--- config.mk ---
export PLATFORM = sky130hd
export DESIGN_NAME = pulse_divider_multi
export DESIGN_NICKNAME = d
export VERILOG_FILES = /design/src/rtl/pulse_divider_multi.sv
export SDC_FILE = /design/constraint.sdc
export NUM_CORES = 1
export LEC_CHECK = 0
export ABC_CLOCK_PERIOD_IN_PS = 5100
export BUFFER_PORTS_ARGS = -buffer_cell sky130_fd_sc_hd__buf_2
export CAP_MARGIN = 20
export CORE_MARGIN = 5
export CORE_UTILIZATION = 65
export DETAILED_ROUTE_END_ITERATION = 7
export HOLD_SLACK_MARGIN = 0.02
export PLACE_DENSITY = 0.84
export SLEW_MARGIN = 20
export SYNTH_ARGS = -nofsm -noshare
export SYNTH_HDL_FRONTEND = slang
export SYNTH_SLANG_ARGS = --single-unit
--- constraint.sdc ---
create_clock -name clk -period 5.1 [get_ports clk]
set_clock_uncertainty 0.05 [all_clocks]
set_input_delay 0.51 -clock clk [delete_from_list [all_inputs] [get_ports clk]]
set_output_delay 0.51 -clock clk [all_outputs]
set_load 0.005 [all_outputs]
--- src/rtl/pulse_divider_multi.sv ---
// pulse_divider_multi: multi-channel programmable tick / divided-clock generator.
// Each channel produces a one-cycle tick (pulse_out) and a ~50% clock enable
// (clk_out). Divisors are loaded through a single shared shadow register over a
// valid/ready port and take effect only at period boundaries.
// Optional feature macro: PULSE_DIV_TICKCNT_EN adds a per-channel 16-bit count
// of pulse_out cycles on port tick_cnt.
module pulse_divider_multi #(
    parameter int unsigned  CHANNELS    = 4,
    parameter int unsigned  CNT_W       = 32,
    parameter int unsigned  DEFAULT_DIV = 500_000,
    localparam int unsigned CH_W        = (CHANNELS > 1) ? $clog2(CHANNELS) : 1
) (
    input  logic                   clk,
    input  logic                   rst_n,
    input  logic [CHANNELS-1:0]    en,
    input  logic                   sync_clr,
    input  logic                   cfg_valid,
    output logic                   cfg_ready,
    input  logic [CH_W-1:0]        cfg_ch,
    input  logic [CNT_W-1:0]       cfg_div,
`ifdef PULSE_DIV_TICKCNT_EN
    output logic [CHANNELS*16-1:0] tick_cnt,
`endif
    output logic [CHANNELS-1:0]    pulse_out,
    output logic [CHANNELS-1:0]    clk_out
);

    localparam int unsigned TICK_W = 16;

    typedef logic [CNT_W-1:0] cnt_t;

    cnt_t                cnt_q [CHANNELS];
    cnt_t                cnt_d [CHANNELS];
    cnt_t                div_q [CHANNELS];
    cnt_t                div_d [CHANNELS];
    logic [CHANNELS-1:0] pulse_q, pulse_d;
    logic [CHANNELS-1:0] clk_q, clk_d;

    cnt_t                sh_div_q, sh_div_d;
    logic [CH_W-1:0]     sh_ch_q, sh_ch_d;
    logic                pend_q, pend_d;
    logic                rdy_q, rdy_d;

    logic                accept_c;
    logic                sh_in_range_c;
    logic                apply_c;
    logic [CHANNELS-1:0] tgt_c;
    logic [CHANNELS-1:0] idle_c;
    logic [CHANNELS-1:0] wrap_c;

`ifdef PULSE_DIV_TICKCNT_EN
    logic [TICK_W-1:0]   tick_q [CHANNELS];
    logic [TICK_W-1:0]   tick_d [CHANNELS];
`endif

    // Per-channel status decode and shadow-apply decision
    always_comb begin
        accept_c      = cfg_valid & rdy_q;
        sh_in_range_c = (32'(sh_ch_q) < CHANNELS);
        tgt_c         = '0;
        idle_c        = '0;
        wrap_c        = '0;
        for (int k = 0; k < int'(CHANNELS); k++) begin
            tgt_c[k]  = sh_in_range_c & (sh_ch_q == CH_W'(k));
            idle_c[k] = ~en[k] | (div_q[k] == '0);
            wrap_c[k] = ~idle_c[k] & (cnt_q[k] == (div_q[k] - cnt_t'(1)));
        end
        // Out-of-range targets are dropped on the edge after accept
        apply_c = pend_q & (sync_clr | ~sh_in_range_c | (|(tgt_c & (idle_c | wrap_c))));
    end

    // Next-state for counters, divisors, outputs and the config shadow
    always_comb begin
        sh_div_d = sh_div_q;
        sh_ch_d  = sh_ch_q;
        pend_d   = pend_q;
        pulse_d  = '0;
        clk_d    = '0;
        for (int k = 0; k < int'(CHANNELS); k++) begin
            cnt_d[k] = cnt_q[k];
            div_d[k] = div_q[k];
        end

        for (int k = 0; k < int'(CHANNELS); k++) begin
            if (apply_c && tgt_c[k]) begin
                div_d[k] = sh_div_q;
            end
            if (sync_clr || idle_c[k]) begin
                cnt_d[k]   = '0;
                pulse_d[k] = 1'b0;
                clk_d[k]   = 1'b0;
            end else if (wrap_c[k]) begin
                // New period starts at cnt=0, high while div_d >= 1
                cnt_d[k]   = '0;
                pulse_d[k] = 1'b1;
                clk_d[k]   = (div_d[k] != '0);
            end else begin
                // High while cnt < ceil(div/2); cnt+1 cannot overflow here
                cnt_d[k]   = cnt_q[k] + cnt_t'(1);
                pulse_d[k] = 1'b0;
                clk_d[k]   = (cnt_d[k] < ((div_q[k] >> 1) + cnt_t'(div_q[k][0])));
            end
        end

        if (apply_c) begin
            pend_d = 1'b0;
        end
        if (accept_c) begin
            sh_div_d = cfg_div;
            sh_ch_d  = cfg_ch;
            pend_d   = 1'b1;
        end
        rdy_d = ~pend_d;
    end

`ifdef PULSE_DIV_TICKCNT_EN
    // Tick counters count cycles where pulse_out is asserted
    always_comb begin
        for (int k = 0; k < int'(CHANNELS); k++) begin
            if (sync_clr) begin
                tick_d[k] = '0;
            end else begin
                tick_d[k] = tick_q[k] + TICK_W'(pulse_d[k]);
            end
        end
    end

    // Pack per-channel tick counters onto the output bus
    always_comb begin
        tick_cnt = '0;
        for (int k = 0; k < int'(CHANNELS); k++) begin
            tick_cnt[k*TICK_W +: TICK_W] = tick_q[k];
        end
    end

    // Tick counter registers
    always_ff @(posedge clk or negedge rst_n) begin
        if (!rst_n) begin
            for (int k = 0; k < int'(CHANNELS); k++) begin
                tick_q[k] <= '0;
            end
        end else begin
            for (int k = 0; k < int'(CHANNELS); k++) begin
                tick_q[k] <= tick_d[k];
            end
        end
    end
`endif

    // State registers
    always_ff @(posedge clk or negedge rst_n) begin
        if (!rst_n) begin
            for (int k = 0; k < int'(CHANNELS); k++) begin
                cnt_q[k] <= '0;
                div_q[k] <= CNT_W'(DEFAULT_DIV);
            end
            pulse_q  <= '0;
            clk_q    <= '0;
            sh_div_q <= '0;
            sh_ch_q  <= '0;
            pend_q   <= 1'b0;
            rdy_q    <= 1'b1;
        end else begin
            for (int k = 0; k < int'(CHANNELS); k++) begin
                cnt_q[k] <= cnt_d[k];
                div_q[k] <= div_d[k];
            end
            pulse_q  <= pulse_d;
            clk_q    <= clk_d;
            sh_div_q <= sh_div_d;
            sh_ch_q  <= sh_ch_d;
            pend_q   <= pend_d;
            rdy_q    <= rdy_d;
        end
    end

    assign pulse_out = pulse_q;
    assign clk_out   = clk_q;
    assign cfg_ready = rdy_q;

endmodule
Word level (Yosys, flattened, before mapping)
Index checks and enable logic that the tools add are counted.
{"block": "word_totals", "regBits": 300, "input_bits": 42, "output_inout_bits": 9, "word_cells": 107}
{"block": "classes", "n_addsub": 12, "n_lt_le_gt_ge": 4, "eq_ne": 7, "muxes": 30, "bitwise": 22, "reduce_logical": 18}
{"cell": "2-to-1 mux 32 bit", "count": 12}
{"cell": "adder 31 x 1 -> 32 bit", "count": 4}
{"cell": "adder 32 x 1 -> 32 bit, second input constant", "count": 4}
{"cell": "equality test 32 bit", "count": 4}
{"cell": "zero test 32 bit", "count": 4}
{"cell": "< comparator 32 bit", "count": 4}
{"cell": "nonzero test 32 bit", "count": 4}
{"cell": "subtractor 32 x 1 -> 32 bit, second input constant", "count": 4}
{"cell": "2-to-1 mux 1 bit", "count": 18}
{"cell": "NOT 1 bit", "count": 9}
{"cell": "AND 1 bit", "count": 6}
{"cell": "bitwise OR 1 bit", "count": 5}
{"cell": "AND 4 bit", "count": 1}
{"cell": "equality test 2 bit, second input constant", "count": 2}
{"cell": "logical AND 1 bit", "count": 4}
{"cell": "logical OR 1 bit", "count": 4}
{"cell": "bitwise OR 4 bit", "count": 1}
{"cell": "OR reduction 4 bit", "count": 1}
{"cell": "equality test 2 x 1 -> 1 bit, second input constant", "count": 1}
{"cell": "zero test 2 bit", "count": 1}

Longest topological paths before layout
Gate-level depths: netlist of the first run.
{"block": "logic_depth", "ltp_word": 14, "ltp_mapped": 19, "mapped_depth_nobuf": 19}

Worst setup path after synthesis of the first run
Ideal clock, no wire load.
{"block": "synth_path", "kind": "reg-to-reg", "from": "register div_q[5] (netlist bit)", "to": "register clk_q[3], in the netlist clk_out[3]", "setup_time_ps": 71, "arrival_time_ps": 3752, "required_time_ps": 4979, "setup_slack_ps": 1227, "path_stages_with_launch": 19, "n_path_buf": 1, "synth_period_minus_slack_ps": 3873, "path_cell_list": "dfstp_2 > clkbuf_1 > and3_1 > and3_1 > nand3_1 > nor4_1 > and3_1 > nand2_1 > xor2_1 > ha_1 > a21o_1 > a21o_1 > a21o_1 > a21o_1 > a221oi_1 > o21ai_0 > nand3_1 > a31oi_1 > nor2_1"}
{"block": "synth_via", "elab_chain_len": 14, "elab_cells_between_ends": 19, "classes_between": "add/sub (2); order compare (1); eq/ne (1); mux (3); bitwise (7); reduce/logical (5)"}
{"element": "start, declared", "line_no": "34", "text": "cnt_t div_q [CHANNELS];"}
{"element": "start signal, assigned by index", "line_no": "155", "text": "div_q[k] <= CNT_W'(DEFAULT_DIV);"}
{"element": "start signal, assigned by index", "line_no": "166", "text": "div_q[k] <= div_d[k];"}
{"element": "branches (longest 13 deep; another with subtractor 32 x 1 -> 32 bit)"}
{"element": "2-to-1 mux 1 bit (*)", "line_no": "88", "text": "if (sync_clr || idle_c[k]) begin"}
{"element": "named net clk_d[3]", "line_no": "37", "text": "logic [CHANNELS-1:0] clk_q, clk_d;"}
{"element": "end signal, assigned", "line_no": "169", "text": "clk_q <= clk_d;"}
{"element": "end, declared", "line_no": "37"}
Mark *: on every way through the listed nets, which the timed path passes.
A chain may end at the register's enable or synchronous reset.

Worst setup path after layout of the first run
{"block": "layout_path", "from": "register div_q[32] (netlist bit)", "to": "register clk_q[2], in the netlist clk_out[2]"}
Same word-level chain as after synthesis.

==> results of run 1 <==
sequential cells by signal (all words and copies together) (netlist names):
name / cells
pulse_out: 4
div_q: 128
cfg_ready: 1
cnt_q: 128
clk_out: 4
pend_q: 1
sh_div_q: 32
sh_ch_q: 2
worst max path at each step:
stage | startpoint | endpoint | slack (ns) | cells past startpoint
3_3_place_gp | div_q[64]$_DFF_PN0_ | clk_out[1]$_DFF_PN0_ | 0.59 | 19
5_1_grt | div_q[32]$_DFF_PN0_ | clk_out[2]$_DFF_PN0_ | 0.05 | 12
2_1_floorplan | div_q[5]$_DFF_PN1_ | clk_out[3]$_DFF_PN0_ | 1.23 | 18
3_5_place_dp | div_q[32]$_DFF_PN0_ | clk_out[2]$_DFF_PN0_ | 0.49 | 12
6_report | div_q[32]$_DFF_PN0_ | clk_out[2]$_DFF_PN0_ | 0.41 | 12
4_1_cts | div_q[32]$_DFF_PN0_ | div_q[36]$_DFF_PN0_ | 0.45 | 12
worst max-delay path, cell delays in order (launching register included):
cell and delay, ns:
dfrtp_1 0.46, inv_1 0.11, ha_1 0.22, nor3b_1 0.83
nand3_1 0.31, mux2_2 0.35, o22ai_1 0.24, o2111ai_1 0.15
a2111oi_0 0.65, nand2_2 0.45, buf_12 0.34, a21o_1 0.22
o211a_1 0.14
layout by cell type, fill, tap and decap left out, types with 12 or more instances in the layout:
cell type | Yosys | final
o21ai_0 | 52 | 52
nand2_1 | 206 | 205
dfrtp_1 | 271 | 271
or2_2 | 12 | 13
mux2_2 | 35 | 35
or4_1 | 21 | 21
xnor2_1 | 222 | 222
o211ai_1 | 73 | 73
and4_1 | 25 | 25
ha_1 | 140 | 140
nor4_1 | 69 | 69
o2111ai_1 | 12 | 12
buf_2 | 19 | 49
o22a_1 | 32 | 32
nand4_1 | 71 | 71
nor2_1 | 172 | 171
nor3_1 | 74 | 74
o31ai_1 | 12 | 12
and2_1 | 18 | 17
clkbuf_16 | 0 | 35
o21a_1 | 12 | 12
mux2_4 | 30 | 30
dfstp_2 | 29 | 29
nor2b_1 | 49 | 49
a211oi_1 | 14 | 13
nand3_1 | 127 | 127
a31oi_1 | 13 | 13
and3_1 | 143 | 143
or3_1 | 37 | 37
inv_1 | 75 | 75
mux2_1 | 64 | 64
a21o_1 | 28 | 28
a21oi_1 | 50 | 50
buf_4 | 1 | 16
xor2_1 | 158 | 158
layer usage:
layer	routed length, um	up-vias	part of all wire
met3	5587	206	0.084
met4	2856	2	0.043
li1	-	9570	-
met1	29430	10100	0.44
met5	40	-	0.00060
met2	28900	957	0.43
per-stage QoR:
step | std cells | power [mW] | cell area [sq um] | setup WS [ns]
2_1_floorplan | 2682 | 7.776 | 23900 | 1.227
3_3_place_gp | 3040 | 8.878 | 24230 | 0.5865
3_5_place_dp | 3040 | 9.113 | 24230 | 0.4882
4_1_cts | 3101 | 11.70 | 25370 | 0.4519
5_1_grt | 3103 | 12.54 | 25410 | 0.04925
6_report | 3103 | 11.84 | 25410 | 0.4050
where the power goes:
group / switching (mW) / total, mW / internal (mW)
clock network: 1.01 / 2.54 / 1.53
logic: 2.37 / 4.56 / 2.19
registers: 1.70 / 4.74 / 3.04
cells by family (layout without fill, tap and decap cells):
kind of cell | Yosys count | in the layout
buf+inv | 254 | 207
mux | 133 | 133
flops | 300 | 300
xor+xnor | 380 | 380
fa+ha+maj | 140 | 140
compound gates | 384 | 384
simple gates | 1091 | 1091
layout make-up:
cell class	count	area, sq um
tap	468	585.6
multi-input combinational	2128	15380
inverter	75	281.5
sequential	300	7543
fill	2799	11020
clock buffer	50	972.2
clock inverter	11	167.7
timing repair buffer	71	478.0
==> metrics.txt, run 1 <==
Syn Inst Count=2,682; worst-path maximum fanout=73; Slew Viols, Final=0; Yosys top cell area share=0.2837; Post-CTS Resized=0; actual slew at the worst max-slew pin=between 1 and 1.5 ns; CP required=5.47 ns; syn_nets=2,864; core area=0.03643 sq mm; NumNets Final=2,792; n_diodes=0; leakage=approximately 11 nW; setup violators final=0; met3 usage=0.05262; XOR/XNOR Fraction of Synth Area=0.1392; RePlAce Congestion=0.9860; Hold Slack=0.1361 ns; DRC=0; Synth area leader=dfrtp_1; GRT busiest layer=met2; Final ANT Viol Nets=0; grt met1 use=0.4676; crit path time final=4.695 ns; crit share post-route=0.9206; crit path kind=flop to flop; CTS root buffer=clkbuf_16; Final Util=0.6974; R2R setup slack=0.41 ns; MaxCap Viol Count=0; RR Startpoint=div_q[32]$_DFF_PN0_; hold bufs inserted after CTS=0; initial antenna violation count=1; Num CTS Buffers=34; first-pass GRT wire length=107,600 um; DRT iter0 DRCs=2,137; die height=201.8 um; All-Layer GR Usage=0.3222; worst endpoint data arrival time=5.07 ns; vias in the first global route=19,860; Yosys cell types=84; post-detailed-route wirelength per cell=21.53 um; total grt overflow=0; CTS HTree Levels=2; DIE WIDTH=201.8 um; hpwl dp=approximately 50,000 um; Sink Count=300; worst hold path depth=2; Post-synth EDFFs=0; DRT Wirelength=between 60,000 and 70,000 um; FP Rows=70; CTS tree=yes; RSZ-0062 raised after global routing=no; setup_tns=0 ns; Startpoint Class=flop; die area=0.04071 sq mm; r2r worst-path depth=12; final hold violation count=0; proportion of synthesized area in mux cells=0.06716; setup repair bufs after CTS=0; share of cells above drive strength 1=0.09602; count leader, synth=dfrtp_1; hold path start=cfg_div[28]; vias per cell=6.714; simple-gate share of the synthesized area=0.2468; Ys Warns=0; Primary FF master, synth=dfrtp_1; Worst Setup End Kind=flop; FF+latch count, synth=300; grt met2 use=0.4908; VDD IR max=0.2870 mV; Hold Crit Endpoint=sh_div_q[28]$_DFFE_PN0P_; Synth Area in Compound Gates=0.1150; Syn Area/Cell=8.913 sq um; Port Buffers=50; IO Count=51; Area Growth Syn to Fin=6.302%; maximum clock path buffer count=3; Hold Crit Class=primary input to flop; status=finished clean; largest family of logic cells by synthesized area=simple AND/OR/NAND/NOR gates; register area share after synthesis=0.3156; Synth area leaders=dfrtp_1, xnor2_1, ha_1; most frequent cells after synthesis=dfrtp_1, xnor2_1, nand2_1, nor2_1, xor2_1; Mapped Area=0.02390 sq mm; reg2reg end=clk_out[2]$_DFF_PN0_; Slew HR=0.2881; Via Count=20,830; synthesized-area fraction occupied by adder cells=0.07328; Pre-antenna DRT Iters=6; async set or reset register ratio after synthesis=1.000; PwrDens=465.8 mW/mm^2; FMAX=213.0 MHz; largest net degree at the start of global routing=129; Reg clk slew, reported paths=0.06 ns; Clk Latency, worst-skew pair=approximately 0.56 ns; Initial Util=0.6561
Power figures use the tool's default switching activity.
==> run 2: changes to the inputs <==
RECOVER_POWER = 100   (was not set)
==> metrics.txt, run 2 (synthesis gave the netlist of run 1 again) <==
crit share post-route=0.9225 (was 0.9206); Slew Viols, Final=95 (was 0); CTS root buffer=clkbuf_16 (unchanged); worst hold path depth=2 (unchanged); core area=0.03643 sq mm (unchanged); Via Count=20,830 (about the same); Reg clk slew, reported paths=0.07 ns (was 0.06 ns); crit path time final=4.705 ns (was 4.695 ns); die area=0.04071 sq mm (unchanged); vias per cell=6.711 (was 6.714); RePlAce Congestion=0.9860 (unchanged); PwrDens=463.2 mW/mm^2 (was 465.8 mW/mm^2); r2r worst-path depth=12 (unchanged); NumNets Final=2,792 (unchanged); fill count=2,858 (was 2,799); DRC=0 (unchanged); R2R setup slack=0.40 ns (was 0.41 ns); largest net degree at the start of global routing=129 (unchanged); Area Growth Syn to Fin=5.533% (was 6.302%); Post-CTS Resized=0 (unchanged); Int Power=6.647 mW (was 6.764 mW); most common cell after layout, fill and taps aside=dfrtp_1 (unchanged); Slew HR=-1.253 (was 0.2881); RSZ-0062 raised after global routing=no (unchanged); Initial Util=0.6561 (unchanged); share of cells above drive strength 1=0.08159 (was 0.09602); worst-path maximum fanout=28 (was 73); setup violators final=0 (unchanged); Sink Count=300 (unchanged); clock power share=0.217 (was 0.214); top flop regs=cnt_q (128), div_q (128), sh_div_q (32) (unchanged); Num CTS Buffers=34 (unchanged); first-pass GRT wire length=107,600 um (unchanged); Worst Setup End Kind=flop (unchanged); Pre-antenna DRT Iters=8 (was 6); DRT Wirelength=66,800 um (was 66,820 um); die height=201.8 um (unchanged); FMAX=212.5 MHz (was 213.0 MHz); CP required=5.48 ns (was 5.47 ns); vias in the first global route=19,860 (unchanged); DRT iter0 DRCs=2,177 (was 2,137); VDD IR max=0.2827 mV (was 0.2870 mV); total grt overflow=0 (unchanged); Hold Slack=0.1361 ns (about the same); maximum clock path buffer count=3 (unchanged); Startpoint Class=flop (unchanged); most frequent cells in the layout=dfrtp_1, xnor2_1, nand2_1, nor2_1, xor2_1 (unchanged); Hold Crit Class=primary input to flop (unchanged); Final Util=0.6924 (was 0.6974); failing checks=max-capacitance violations, max-slew violations; worst endpoint data arrival time=5.09 ns (was 5.07 ns); Switching Power=5.038 mW (was 5.073 mW); setup_tns=0 ns (unchanged); actual slew at the worst max-slew pin=3.379 ns (was 1.068 ns); status=finished with violations (was finished clean); Port Buffers=50 (unchanged); initial antenna violation count=2 (was 1); Clk Latency, worst-skew pair=0.56 ns (about the same); MaxCap Viol Count=2 (was 0); leakage=10.75 nW (was 10.94 nW); register share of total power=0.404 (was 0.401); IO Count=51 (unchanged); CTS HTree Levels=2 (unchanged); All-Layer GR Usage=0.3222 (unchanged); DIE WIDTH=201.8 um (unchanged); post-detailed-route wirelength per cell=21.52 um (was 21.53 um); Net Sw Frac=0.4311 (was 0.4286); hpwl dp=49,740 um (unchanged); CTS tree=yes (unchanged); FP Rows=70 (unchanged); crit path kind=flop to flop (unchanged); final hold violation count=0 (unchanged); Final ANT Viol Nets=0 (unchanged); Comb power frac=0.379 (was 0.385)
run 2: changes by cell type in the layout (fill, tap and decap cells not counted), sizes merged:
cell / before / now
buf: 70 / 62
clkbuf: 50 / 58
diode: 0 / 1
run 2: final timing paths:
check / start / endpoint
max in group asynchronous: rst_n / cnt_q[26]$_DFF_PN0_
setup / recovery: div_q[0]$_DFF_PN0_ / div_q[14]$_DFF_PN0_
setup reg to reg: div_q[0]$_DFF_PN0_ / div_q[14]$_DFF_PN0_
hold reg to reg: cnt_q[64]$_DFF_PN0_ / cnt_q[64]$_DFF_PN0_
min in group asynchronous: rst_n / cnt_q[32]$_DFF_PN0_
hold / removal: cfg_div[28] / sh_div_q[28]$_DFFE_PN0P_
run 2: per-layer routing:
metal	up-vias	wire [um]	track usage
met4	2	2764	0.1157
li1	9573	-	-
met3	189	5705	0.05262
met1	10050	29270	0.4676
met5	-	40	0
met2	1019	29020	0.4908
run 2: through the flow:
| stage | cell area (sq um) | setup slack (ns) | total power, mW | instances |
|---|---|---|---|---|
| final | 25230 | 0.3951 | 11.69 | 3104 |
| after global routing | 25220 | 0.02994 | 12.40 | 3103 |
| after CTS | 25370 | 0.4519 | 11.70 | 3101 |
| after detailed placement | 24230 | 0.4882 | 9.113 | 3040 |
| after floorplan | 23900 | 1.227 | 7.776 | 2682 |
| after global placement | 24230 | 0.5865 | 8.878 | 3040 |
run 2: critical path, cell delays in order (launching register included):
cell and delay [ns]:
dfrtp_1 0.46, inv_1 0.09, ha_1 0.26, or4b_1 0.66, nor4b_1 0.91, nor2_1 0.12, a211o_1 0.29, nor4b_1 0.32
nand4_1 0.18, nor2_1 0.33, o21ai_2 0.16, clkbuf_4 0.35, mux2_1 0.39
run 2: power groups by stage:
stage | clock network [mW] | logic (mW) | registers [mW]
after floorplan | 0 | 4.34 | 3.43
after detailed placement | 0 | 4.44 | 4.67
after global routing | 2.68 | 4.89 | 4.83
after CTS | 2.58 | 4.49 | 4.63
final | 2.54 | 4.43 | 4.72
after global placement | 0 | 4.27 | 4.61
run 2: repair_timing:
action | 4_1_cts | 5_1_grt
hold endpoints to repair | 0 | 54
buffers inserted | 0 | 0
hold buffers | 0 | 1
run 2: final cells by class:
type	instances	area [sq um]	share of cell area
repair buffers	71	436.7	0.01731
inverters	75	281.5	0.01116
clock buffers	50	972.2	0.03854
well taps	468	585.6	0.02321
flip-flops and latches	300	7543	0.2990
clock inverters	11	167.7	0.006646
diodes	1	2.502	0.00009920
multi-input cells	2128	15240	0.6040
